### src/rtl/ps2_kbd_rx.sv
// ps2_kbd_rx: PS/2 keyboard receive path with glitch filter, frame watchdog,
// make/break/extended decoding, Shift/Caps tracking and an event FIFO.
//
// Optional feature macro: PS2_KBD_ASCII_EN. When defined, evt_ascii carries a
// translation of the make code. When undefined, evt_ascii is tied to 00.
//
// Ports:
//   clk, rst_n          system clock, synchronous active-low reset
//   ps2_clk_async       raw PS/2 clock line
//   ps2_data_async      raw PS/2 data line
//   evt_valid/evt_ready event handshake (head of FIFO)
//   evt_scan/ext/brk    head scan code, E0 prefix flag, release flag
//   evt_ascii           head ASCII translation (00 when feature absent)
//   shift_o, caps_o     modifier state
//   err_frame           one-cycle pulse on a bad frame or a watchdog timeout
//   overflow            one-cycle pulse when an event is dropped (FIFO full)
//   fifo_level          number of events held
//
// Handshake: evt_valid is high whenever the FIFO holds an event and the head
// fields are stable while it stays high. The head is consumed on a cycle where
// evt_valid and evt_ready are both high. evt_ready with evt_valid low is ignored.
module ps2_kbd_rx #(
  parameter int FIFO_DEPTH  = 8,
  parameter int FILTER_LEN  = 8,
  parameter int TIMEOUT_CYC = 50000
) (
  input  logic                         clk,
  input  logic                         rst_n,
  input  logic                         ps2_clk_async,
  input  logic                         ps2_data_async,
  output logic                         evt_valid,
  input  logic                         evt_ready,
  output logic [7:0]                   evt_scan,
  output logic                         evt_ext,
  output logic                         evt_brk,
  output logic [7:0]                   evt_ascii,
  output logic                         shift_o,
  output logic                         caps_o,
  output logic                         err_frame,
  output logic                         overflow,
  output logic [$clog2(FIFO_DEPTH):0]  fifo_level
);

  localparam int AW = $clog2(FIFO_DEPTH);
  localparam int FW = $clog2(FILTER_LEN + 1);
  localparam int TW = $clog2(TIMEOUT_CYC + 1);
  localparam logic [FW-1:0] FILT_LAST = FW'(FILTER_LEN - 1);
  localparam logic [TW-1:0] WD_LAST   = TW'(TIMEOUT_CYC - 1);
  localparam logic [AW:0]   DEPTH_L   = (AW+1)'(FIFO_DEPTH);

  // ---------------- input synchroniser and clock filter ----------------
  logic          clk_s1, clk_s2, data_s1, data_s2;
  logic          filt_clk;
  logic [FW-1:0] filt_cnt;
  logic          filt_fall;

  always_ff @(posedge clk) begin
    if (!rst_n) begin
      clk_s1   <= 1'b1;
      clk_s2   <= 1'b1;
      data_s1  <= 1'b1;
      data_s2  <= 1'b1;
      filt_clk <= 1'b1;
      filt_cnt <= '0;
    end else begin
      clk_s1  <= ps2_clk_async;
      clk_s2  <= clk_s1;
      data_s1 <= ps2_data_async;
      data_s2 <= data_s1;
      // Count consecutive samples that disagree with the filtered level; any
      // agreeing sample restarts the count, so short glitches never pass.
      if (clk_s2 == filt_clk) begin
        filt_cnt <= '0;
      end else if (filt_cnt == FILT_LAST) begin
        filt_clk <= clk_s2;
        filt_cnt <= '0;
      end else begin
        filt_cnt <= filt_cnt + FW'(1);
      end
    end
  end

  // Asserted in the cycle the filtered clock is about to drop.
  assign filt_fall = filt_clk && !clk_s2 && (filt_cnt == FILT_LAST);

  // ---------------- frame receiver and watchdog ----------------
  logic [3:0]    bit_cnt;
  logic [7:0]    sh;
  logic          start_bit, par_bit;
  logic [7:0]    rx_byte;
  logic          rx_rdy;
  logic [TW-1:0] wd_cnt;
  logic          frame_ok;

  // Evaluated when the stop bit is on data_s2.
  assign frame_ok = !start_bit && data_s2 && (^{sh, par_bit});

  always_ff @(posedge clk) begin
    if (!rst_n) begin
      bit_cnt   <= '0;
      sh        <= '0;
      start_bit <= 1'b0;
      par_bit   <= 1'b0;
      rx_byte   <= '0;
      rx_rdy    <= 1'b0;
      err_frame <= 1'b0;
      wd_cnt    <= '0;
    end else begin
      rx_rdy    <= 1'b0;
      err_frame <= 1'b0;
      if (filt_fall) begin
        wd_cnt <= '0;
        if (bit_cnt == 4'd0) begin
          start_bit <= data_s2;
          bit_cnt   <= 4'd1;
        end else if (bit_cnt <= 4'd8) begin
          sh      <= {data_s2, sh[7:1]};  // LSB arrives first
          bit_cnt <= bit_cnt + 4'd1;
        end else if (bit_cnt == 4'd9) begin
          par_bit <= data_s2;
          bit_cnt <= 4'd10;
        end else begin
          bit_cnt <= 4'd0;
          if (frame_ok) begin
            rx_byte <= sh;
            rx_rdy  <= 1'b1;
          end else begin
            err_frame <= 1'b1;
          end
        end
      end else if (bit_cnt != 4'd0) begin
        if (wd_cnt == WD_LAST) begin
          bit_cnt   <= 4'd0;
          wd_cnt    <= '0;
          err_frame <= 1'b1;
        end else begin
          wd_cnt <= wd_cnt + TW'(1);
        end
      end else begin
        wd_cnt <= '0;
      end
    end
  end

  // ---------------- decoder and modifier state ----------------
  logic       ext_flag, brk_flag;
  logic       lshift, rshift, caps, caps_held;
  logic       evt_push;
  logic [7:0] new_ascii;
  logic [17:0] new_evt;

  assign shift_o  = lshift | rshift;
  assign caps_o   = caps;
  assign evt_push = rx_rdy && (rx_byte != 8'hE0) && (rx_byte != 8'hF0);

`ifdef PS2_KBD_ASCII_EN
  function automatic logic [7:0] scan_to_ascii(input logic [7:0] sc,
                                               input logic shifted,
                                               input logic upper);
    logic [7:0] letter, digit, sym, other;
    letter = 8'h00; digit = 8'h00; sym = 8'h00; other = 8'h00;
    case (sc)
      8'h1C: letter = 8'h61; 8'h32: letter = 8'h62; 8'h21: letter = 8'h63;
      8'h23: letter = 8'h64; 8'h24: letter = 8'h65; 8'h2B: letter = 8'h66;
      8'h34: letter = 8'h67; 8'h33: letter = 8'h68; 8'h43: letter = 8'h69;
      8'h3B: letter = 8'h6A; 8'h42: letter = 8'h6B; 8'h4B: letter = 8'h6C;
      8'h3A: letter = 8'h6D; 8'h31: letter = 8'h6E; 8'h44: letter = 8'h6F;
      8'h4D: letter = 8'h70; 8'h15: letter = 8'h71; 8'h2D: letter = 8'h72;
      8'h1B: letter = 8'h73; 8'h2C: letter = 8'h74; 8'h3C: letter = 8'h75;
      8'h2A: letter = 8'h76; 8'h1D: letter = 8'h77; 8'h22: letter = 8'h78;
      8'h35: letter = 8'h79; 8'h1A: letter = 8'h7A;
      8'h45: begin digit = 8'h30; sym = 8'h29; end
      8'h16: begin digit = 8'h31; sym = 8'h21; end
      8'h1E: begin digit = 8'h32; sym = 8'h40; end
      8'h26: begin digit = 8'h33; sym = 8'h23; end
      8'h25: begin digit = 8'h34; sym = 8'h24; end
      8'h2E: begin digit = 8'h35; sym = 8'h25; end
      8'h36: begin digit = 8'h36; sym = 8'h5E; end
      8'h3D: begin digit = 8'h37; sym = 8'h26; end
      8'h3E: begin digit = 8'h38; sym = 8'h2A; end
      8'h46: begin digit = 8'h39; sym = 8'h28; end
      8'h29: other = 8'h20;
      8'h5A: other = 8'h0D;
      8'h66: other = 8'h08;
      8'h0D: other = 8'h09;
      default: ;
    endcase
    if (letter != 8'h00) return upper ? (letter - 8'h20) : letter;
    if (digit != 8'h00)  return shifted ? sym : digit;
    return other;
  endfunction

  // Translation uses the modifier state before this byte's own update.
  assign new_ascii = (!ext_flag && !brk_flag)
                     ? scan_to_ascii(rx_byte, shift_o, shift_o ^ caps) : 8'h00;
`else
  assign new_ascii = 8'h00;
`endif

  assign new_evt = {rx_byte, ext_flag, brk_flag, new_ascii};

  always_ff @(posedge clk) begin
    if (!rst_n) begin
      ext_flag  <= 1'b0;
      brk_flag  <= 1'b0;
      lshift    <= 1'b0;
      rshift    <= 1'b0;
      caps      <= 1'b0;
      caps_held <= 1'b0;
    end else if (err_frame) begin
      ext_flag <= 1'b0;
      brk_flag <= 1'b0;
    end else if (rx_rdy) begin
      if (rx_byte == 8'hE0) begin
        ext_flag <= 1'b1;
      end else if (rx_byte == 8'hF0) begin
        brk_flag <= 1'b1;
      end else begin
        ext_flag <= 1'b0;
        brk_flag <= 1'b0;
        if (!ext_flag) begin
          case (rx_byte)
            8'h12: lshift <= !brk_flag;
            8'h59: rshift <= !brk_flag;
            8'h58: begin
              // caps_held blocks typematic repeats from toggling again.
              if (brk_flag) begin
                caps_held <= 1'b0;
              end else if (!caps_held) begin
                caps      <= !caps;
                caps_held <= 1'b1;
              end
            end
            default: ;
          endcase
        end
      end
    end
  end

  // ---------------- event FIFO (first-word fall-through) ----------------
  logic [17:0]   mem [FIFO_DEPTH];
  logic [AW-1:0] wr_ptr, rd_ptr;
  logic [AW:0]   count;
  logic          full, do_pop, do_wr;
  logic [17:0]   head;

  assign full   = (count == DEPTH_L);
  assign do_pop = evt_valid && evt_ready;
  assign do_wr  = evt_push && (!full || do_pop);

  always_ff @(posedge clk) begin
    if (!rst_n) begin
      wr_ptr   <= '0;
      rd_ptr   <= '0;
      count    <= '0;
      overflow <= 1'b0;
    end else begin
      overflow <= evt_push && full && !do_pop;
      if (do_wr)  wr_ptr <= wr_ptr + AW'(1);
      if (do_pop) rd_ptr <= rd_ptr + AW'(1);
      case ({do_wr, do_pop})
        2'b10:   count <= count + (AW+1)'(1);
        2'b01:   count <= count - (AW+1)'(1);
        default: ;
      endcase
    end
  end

  always_ff @(posedge clk) begin
    if (do_wr) mem[wr_ptr] <= new_evt;
  end

  assign head       = mem[rd_ptr];
  assign evt_valid  = (count != '0);
  assign fifo_level = count;
  // Gate the head so outputs read 0 while empty (storage is not reset).
  assign evt_scan   = evt_valid ? head[17:10] : 8'h00;
  assign evt_ext    = evt_valid ? head[9]     : 1'b0;
  assign evt_brk    = evt_valid ? head[8]     : 1'b0;
  assign evt_ascii  = evt_valid ? head[7:0]   : 8'h00;

endmodule

### config.mk
export PLATFORM = sky130hd
export DESIGN_NAME = ps2_kbd_rx
export DESIGN_NICKNAME = d
export VERILOG_FILES = /design/src/rtl/ps2_kbd_rx.sv
export SDC_FILE = /design/constraint.sdc
export NUM_CORES = 1
export LEC_CHECK = 0
export CAP_MARGIN = 0
export CORE_UTILIZATION = 50
export CTS_BUF_LIST = sky130_fd_sc_hd__clkbuf_4
export DETAILED_ROUTE_END_ITERATION = 10
export DONT_BUFFER_PORTS = 1
export GPL_TIMING_DRIVEN = 0
export PLACE_DENSITY = 0.75
export SLEW_MARGIN = 5
export SYNTH_ARGS = -nofsm -noshare
export SYNTH_HDL_FRONTEND = slang
export SYNTH_SLANG_ARGS = --single-unit
### constraint.sdc
create_clock -name clk -period 2.76 [get_ports clk]
set_input_delay 0.552 -clock clk [delete_from_list [all_inputs] [get_ports clk]]
set_output_delay 0.552 -clock clk [all_outputs]
set_load 0.02 [all_outputs]
## Word level (Yosys, flattened, before mapping)

Memory sizes are Yosys's and may differ from the RTL's. A register that Yosys moved wholly into a read port is not among the register bits.
Cells that the tools add are included.

| word-level totals | value |
|---|---|
| logic and storage cells | 129 |
| bits in registers | 66 |
| output and inout bits | 27 |
| input bits | 5 |
| memory bits (writable) | 80 |
| memories kept | 1 |

Memory list:

| memory | words | width | read ports | clocked after Yosys merged registers in | write ports | line | RTL |
|---|---|---|---|---|---|---|---|
| mem | 8 | 10 | 1 | 1 | 1 | 242 | `logic [17:0] mem [FIFO_DEPTH];` |

| operators by class | value |
|---|---|
| muxes and demuxes | 27 |
| $add $sub $neg | 7 |
| magnitude comparators | 1 |
| eq/ne operators | 15 |
| reductions and logical operators | 40 |
| bitwise operators | 14 |

Operators with widths:

| kind | number |
|---|---|
| 4-bit two-way mux | 6 |
| 6-bit AND reduction | 3 |
| 16-bit by 1-bit adder with 16-bit output (second input constant) | 1 |
| 16-bit == test (second input constant) | 1 |
| 8-bit by 7-bit == test with 1-bit output (second input constant) | 2 |
| 8-bit == test (second input constant) | 2 |
| 1-bit two-way mux | 16 |
| 8-bit two-way mux | 2 |
| 8-bit != test (second input constant) | 2 |
| 1-bit NOT | 13 |
| 4-bit by 1-bit adder with 4-bit output (second input constant) | 3 |
| 1-bit logical AND | 10 |
| 2-bit AND reduction | 5 |
| 9-bit XOR reduction | 1 |
| 4-bit == test (second input constant) | 2 |
| 8-bit by 5-bit == test with 1-bit output (second input constant) | 1 |
| 4-bit one-hot mux with 2 select lines | 1 |
| 8-bit AND reduction | 1 |
| 4-bit nonzero test | 2 |
| 3-bit by 1-bit adder with 3-bit output (second input constant) | 2 |
| 1-bit zero test | 6 |
| 3-bit two-way mux | 2 |
| 2-bit nonzero test | 3 |
| 5-bit AND reduction | 1 |
| other kinds (16) | 16 |

## Longest topological paths before layout

Gate-level depths: netlist (run 1).

| depth | value |
|---|---|
| depth in word-level cells | 8 |
| gate-level depth with buffers | 12 |
| mapped depth without buffers | 11 |

## Least setup slack after synthesis (run 1)

Ideal clock, no wire load.

| timing path | value |
|---|---|
| path type | flip-flop to flip-flop |
| start | register rx_byte[6] |
| end | register count[3] (netlist: fifo_level[3]) |
| clock period less this slack | 2.485 ns |
| data arrival time | 2.353 ns |
| required time | 2.628 ns |
| library setup time | 0.132 ns |
| cell stages (with the launch flop) | 11 |
| setup slack | 0.275 ns |
| cell sequence | dfxtp_1 -> or3b_1 -> o41ai_1 -> nand2_1 -> inv_1 -> ha_1 -> a21o_1 -> a21oi_1 -> nand3b_1 -> nand3_1 -> nor3b_1 |

| on the way | value |
|---|---|
| cells in the longest elaborated chain, start to end | 6 |
| elaborated cells on any way between the ends | 9 |
| those cells by class | eq/ne: 4; mux: 1; reduce/logical: 4 |

RTL lines:

| element | line | RTL |
|---|---|---|
| from (decl) | 90 | `logic [7:0] rx_byte;` |
| from (signal assigned) | 125 | `rx_byte <= sh;` |
| 8-bit != test | 154 | `assign evt_push = rx_rdy && (rx_byte != 8'hE0) && (rx_byte != 8'hF0);` |
| 1-bit logical AND | 154 |  |
| 1-bit logical AND (*) | 154 |  |
| 1-bit logical AND (*) | 250 | `assign do_wr = evt_push && (!full \|\| do_pop);` |
| 2-bit by 1-bit == test with 1-bit output or 2-bit == test (tied branches) | 262 | `case ({do_wr, do_pop})` |
| 4-bit one-hot mux with 2 select lines or 2-bit nonzero test (tied branches) | -- |  |
| to (signal assigned) | 263 | `2'b10: count <= count + (AW+1)'(1);` |
| to (signal assigned) | 264 | `2'b01: count <= count - (AW+1)'(1);` |
| to (decl) | 244 | `logic [AW:0] count;` |

Every way passes the cells marked *; elsewhere a longest branch is shown, timed or not.
A chain may end at the register's enable or synchronous reset.

==> metrics.md, run 1 <==
| Metric | Value |
|---|---|
| Post-synth EDFFs | 80 |
| Least-Margin Pin Slew | 0.976 ns |
| Design Area, Final | 6780 um2 |
| Syn Inst Count | 479 |
| DRC | 0 |
| CTS tree | built |
| Vias in the first global route | 3654 |
| Final ANT Viol Nets | 0 |
| Initial antenna violation count | 1 |
| Clk sink count | 149 |
| First-pass GRT wire length | 18200 um |
| Root Driver | clkbuf_4 |
| Power Dens Cells | 632 nW/um2 |
| Top post-synthesis cells by area | edfxtp_1 39%, dfxtp_1 22%, mux4_2 7.3% |
| Via Count | 3645 |
| Lkg Pwr | 2.45 nW |
| Largest net degree at the start of global routing | 17 |
| Minimum clock period | 2.62 ns |
| M3 GR Usage | 5.30% |
| Slew HR | 34.7% |
| Wirelength per Cell | 16.1 um |
| Max VDD drop | 0.371 mV |
| Final hold vios | 0 |
| Area grow syn2layout | 9.39% |
| CP required | 2.21 ns |
| Synth Register Bits | 149 |
| Hold path start | rst_n |
| Async S/R FF share, synth | 0% |
| Achievable Freq | 0.382 GHz |
| Crit end category | output port |
| Synth warn | 0 |
| Synth Area per Inst | 12.9 um2 |
| DP HPWL | 7530 um |
| Clk slew on worst S/H paths | 0.12 ns |
| Nets | 522 |
| Worst Hold Slack | 0.0847 ns |
| Routability Congestion | 0.795 |
| Layout Skew | 0.0135 ns |
| Die Y | 113 um |
| Post-layout util | 56.2% |
| IO Port Bufs | 0 |
| Die area | 12800 um2 |
| CP Class | reg -> out |
| Max_cap viols | 0 |
| Post-synth top area cell | edfxtp_1 |
| Tot Pwr | 4.28 mW |
| Most used DFF post-synth | edfxtp_1 |
| Crit start category | flop |
| Grt met2 use | 32.5% |
| Share of cells above drive strength 1 | 17.8% |
| Floorplan Core Area | 12100 um2 |
| CTS buffer count | 17 |
| Count of different cell masters after synthesis | 50 |
| Slew Limit Fails | 0 |
| Total congestion overflow | 0 |
| Routed WL | 11100 um |
| Hold_buf cts | 0 |
| Crit share post-route | 94.9% |
| Vias/cell | 5.31 |
| Clock network latency to the later pin of the worst-skew pair | 0.54 ns |
| Critical-path maximum fanout | 10 |
| Initial DRC count | 259 |
| Share of the synthesized area in the top cell type | 38.8% |
| GRT Total Usage | 19.0% |
| Post-Place Cell Area | 6470 um2 |
| Unrepaired setup endpoints after global routing | false |
| Min-Delay Path Class | in -> reg |
| H-Tree Depth | 4 |
| Die X | 113 um |
| Drt first pass iters | 4 |
| Sequential fraction of the synthesis area | 61.1% |
| Syn Std Cell Area | 6200 um2 |
| I/O Pins | 32 |
| Run status | finished, final reports clean |
| RR Startpoint | rx_byte[1] |
| Initial core utilization | 51.4% |
| GR Util met1 | 22.8% |
| Number of cell rows | 40 |
| GRT busiest layer | met2 |
| Maximum buffer depth of the clock tree | 2 |
| FF-to-FF setup slack | 0.16 ns |
| Final setup viols | 0 |
| Crit path DAT | 2.07 ns |
cells in the final DEF, fill, tap and decap left out, types with 3 or more instances in the layout:
| cell | n |
|---|---|
| edfxtp_1 | 80 |
| dfxtp_1 | 62 |
| nor2_1 | 59 |
| nand2_1 | 35 |
| mux2i_1 | 29 |
| mux4_2 | 20 |
| clkbuf_4 | 17 |
| inv_1 | 15 |
| xor2_1 | 15 |
| xnor2_1 | 14 |
| nand3_1 | 12 |
| a21oi_1 | 11 |
| nand2b_1 | 10 |
| ha_1 | 10 |
| buf_4 | 10 |
| nand4_1 | 8 |
| conb_1 | 8 |
| clkbuf_1 | 6 |
| nor4_1 | 6 |
| dfxtp_2 | 6 |
| nor3_1 | 5 |
| and3_1 | 5 |
| nor3_2 | 4 |
| buf_2 | 4 |
| or3_1 | 4 |
| o21ai_0 | 4 |
| and2_1 | 3 |
| nand3b_1 | 3 |
| clkinv_4 | 3 |
| clkinvlp_2 | 3 |
| clkinv_2 | 3 |
cells by family (layout without fill, tap and decap cells):
family	after synthesis	after routing	synth area share (%)
AO/OA/AOI/OAI	26	26	2.97
XOR/XNOR	30	30	4.46
adder cells (fa/ha/maj)	12	12	2.50
buffers and inverters	41	73	3.09
flip-flops	149	149	61.1
multiplexers	51	51	12.5
other	1	9	0.0605
AND/OR/NAND/NOR	169	169	13.4
power by group:
group	total (mW)	internal, mW	switching, mW
logic	0.656	0.271	0.384
registers	2.45	2.36	0.0953
clock network	1.17	0.431	0.743
total	4.28	3.06	1.22
Yosys cell counts, types with 3 or more instances:
cell      instances
edfxtp_1         80
dfxtp_1          69
nor2_1           59
nand2_1          35
mux2i_1          30
mux4_2           20
inv_1            16
xor2_1           15
xnor2_1          14
nand3_1          12
a21oi_1          11
ha_1             10
nand2b_1         10
clkbuf_1          9
nor3_1            9
buf_4             8
nand4_1           8
nor4_1            8
buf_2             6
and3_1            5
o21ai_0           4
or3_1             4
and2_1            3
nand3b_1          3
repair_timing:
action	4_1_cts	5_1_grt
endpoints found under the setup margin	13	3
endpoints found under the hold margin	0	0
pin swaps	0	1
resized for setup	9	11
buffers inserted	0	1
area by class of cell:
| type | instances | area (um2) |
|---|---|---|
| fillers | 975 | 5280 |
| diodes | 1 | 2.50 |
| plain buffers | 24 | 143 |
| repair buffers | 2 | 15.0 |
| clock inverters | 14 | 114 |
| inverters | 16 | 60.1 |
| flip-flops and latches | 149 | 3790 |
| clock buffers | 17 | 128 |
| multi-input cells | 296 | 2310 |
| well taps | 168 | 210 |
metal layers:
metal  share of wire [%]  up-vias
met5                   0        -
met4                 1.3        0
met3                 5.5       14
met2                  50       86
met1                  43     1773
li1                    -     1772
flip-flops by register name, indices dropped and copies added (netlist names), 3 cells and up, named ones only:
name / cells
wd_cnt: 16
rx_byte: 8
sh: 8
fifo_level: 4
mem: 80
bit_cnt: 4
rd_ptr: 3
wr_ptr: 3
filt_cnt: 4
per-stage QoR:
step	instances	TNS [ns]	worst slack, ns
finish	687	0	0.142
global placement	654	-6.38	-0.509
global route	687	0	0.00825
CTS	686	-0.0114	-0.0114
floorplan	486	0	0.275
detailed placement	655	-0.636	-0.469
critical path, cell delays in order (launching register included):
cell and delay [ns]:
dfxtp_1 0.40, buf_6 0.20, mux4_2 0.55, mux2i_2 0.22, nor2_1 0.16
final timing paths:
kind	endpoint	depth (start not counted)
setup / recovery	evt_scan[7]	4
hold / removal	data_s1	1
setup reg to reg	fifo_level[3]	10
hold reg to reg	clk_s2	1
No activity file was read; power rests on OpenSTA's default activity.
==> run 2, diff against run 1 <==
CTS_CLUSTER_SIZE = 10   (was not set)
REMOVE_ABC_BUFFERS = 1   (was not set)
==> run 2 against run 1 <==
Flip-flop and latch count unchanged. Largest power group unchanged. Non-clock buffer count fell by 14. Combinational power about the same. Final cell count down 2.0%. Critical path type is now reg -> reg. Worst setup slack improved by 0.027 ns. Critical endpoint is now fifo_level[3].
==> metrics.md, run 2 (synthesis results as in run 1) <==
| Metric | Value |
|---|---|
| Design Area, Final | 6790 um2 (+0.13%) |
| Routed WL | 10900 um (-1.3%) |
| Post-layout util | 56.3% (+0.073 points) |
| DRC | 0 (unchanged) |
| Crit path DAT | 3.01 ns (+0.94 ns) |
| Commonest non-fill, non-tap cell in the layout | edfxtp_1 |
| GRT Total Usage | 18.2% (-0.87 points) |
| Vias/cell | 5.32 (+0.29%) |
| Total negative slack | 0 ns (unchanged) |
| Fin worst setup slack | 0.169 ns (+0.0270 ns) |
| Min-Delay Path Class | in -> reg |
| Final cell count without fillers | 673 (-2.0%) |
| Maximum buffer depth of the clock tree | 2 (unchanged) |
| Layout Skew | 0.0227 ns (+0.00913 ns) |
| Vias in the first global route | 3509 (-4.0%) |
| Via Count | 3581 (-1.8%) |
| DP Worst Slack | -0.369 ns (+0.0992 ns) |
| Minimum clock period | 2.59 ns (-0.0270 ns) |
| Die X | 113 um (unchanged) |
| Biggest register | mem |
| Met2 WL | 5640 um (+1.4%) |
| Floorplan Core Area | 12100 um2 (unchanged) |
| Max layer used | met4 |
| Max VDD drop | 0.349 mV (-6.0%) |
| Run status | finished, final reports clean |
| DP HPWL | 7270 um (-3.4%) |
| H-Tree Depth | 4 (unchanged) |
| Achievable Freq | 0.386 GHz (+1.0%) |
| Number of cell rows | 40 (unchanged) |
| Least-Margin Pin Slew | 1.12 ns (+0.148 ns) |
| Initial core utilization | 51.4% (unchanged) |
| CP Class | reg -> reg |
| Initial DRC count | 164 (-37%) |
| Crit end category | flop |
| Lkg Pwr | 2.46 nW (+0.42%) |
| DRT met1 WL | 4770 um (+0.55%) |
| Final ANT Viol Nets | 0 (unchanged) |
| Area grow syn2layout | 9.53% |
| Clk sink count | 149 (unchanged) |
| CP required | 3.18 ns (+0.97 ns) |
| CTS tree | built |
| Share of cells above drive strength 1 | 17.4% (-0.33 points) |
| Final setup viols | 0 (unchanged) |
| First-pass GRT wire length | 17300 um (-5.1%) |
| Most frequent cells in the layout | 80 x edfxtp_1, 62 x dfxtp_1, 59 x nor2_1 |
| Root Driver | clkbuf_4 |
| Max_cap viols | 0 (unchanged) |
| Die area | 12800 um2 (unchanged) |
| Clock network latency to the later pin of the worst-skew pair | 0.55 ns (about the same) |
| Post-Place Cell Area | 6400 um2 (-0.97%) |
| CTS buffer count | 17 (unchanged) |
| Largest registers | mem x80, wd_cnt x16 |
| # diodes | 0 (-1) |
| Nets | 508 (-2.7%) |
| Initial antenna violation count | 0 (-1) |
| Area of the multi-input gates | 2310 um2 (about the same) |
| Crit share post-route | 93.9% (-0.98 points) |
| Largest net degree at the start of global routing | 34 (+17) |
| Total congestion overflow | 0 (unchanged) |
| IO Port Bufs | 0 (unchanged) |
| Filler cells | 997 (+2.3%) |
| Power Dens Cells | 661 nW/um2 (+4.6%) |
| Final hold vios | 0 (unchanged) |
| Critical-path maximum fanout | 13 (+3) |
| Routability Congestion | 0.758 (-4.7%) |
| Drt first pass iters | 5 (+1) |
| Total placed cells including tap cells | 636 (-2.9%) |
| Clk slew on worst S/H paths | 0.15 ns (+0.03 ns) |
| Tot Pwr | 4.49 mW (+4.8%) |
| Max reg flops | 80 (unchanged) |
| Die Y | 113 um (unchanged) |
| Slew HR | 24.8% (-9.9 points) |
| Wirelength per Cell | 16.2 um (+0.70%) |
| Worst Hold Slack | 0.0778 ns (-0.00685 ns) |
| I/O Pins | 32 (unchanged) |
| FF+latch area | 3800 um2 (about the same) |
| Crit start category | flop |
| Slew Limit Fails | 0 (unchanged) |
| Met3 WL post-DR | 324 um (-47%) |
[run 2: layout make-up]
| class | count | share of cell area [%] |
|---|---|---|
| tap | 168 | 3.10 |
| timing repair buffer | 12 | 1.79 |
| clock inverter | 15 | 2.32 |
| clock buffer | 17 | 1.88 |
| inverter | 16 | 0.885 |
| sequential | 149 | 56.0 |
| multi-input combinational | 296 | 34.1 |
[run 2: routing by layer]
layer	vias to the layer above	GRT usage (%)
met5	-	0
met2	55	31.7
li1	1749	-
met4	0	7.28
met3	16	4.98
met1	1761	21.2
[run 2: what timing repair did]
action | in CTS | in global routing
gates resized for setup | 7 | 5
hold endpoints to repair | 0 | 0
setup endpoints to repair | 13 | 10
hold buffers | 0 | 0
pin swaps | 1 | 2
setup buffers | 0 | 5
[run 2: final timing paths]
check | startpoint | endpoint | slack (ns) | depth (start not counted)
setup reg to reg | rx_byte[1] | fifo_level[3] | 0.17 | 10
hold / removal | rst_n | clk_s1 | 0.08 | 1
hold reg to reg | data_s1 | data_s2 | 0.43 | 1
setup / recovery | rx_byte[1] | fifo_level[3] | 0.17 | 10
[run 2: critical path, stage by stage, from the launching register on]
cell,delay [ns]
dfxtp_2,0.41
or3b_1,0.45
o41ai_4,0.33
nand2_1,0.15
inv_1,0.10
ha_1,0.23
a21o_1,0.18
a21oi_1,0.21
nand3b_1,0.16
nand3_1,0.08
nor3b_1,0.14
[run 2: report_power, final]
part / leakage (nW) / switching, mW / total [mW] / internal [mW]
Combinational: 0.849 / 0.368 / 0.659 / 0.291
Sequential: 1.45 / 0.116 / 2.47 / 2.36
Clock: 0.161 / 0.865 / 1.35 / 0.489
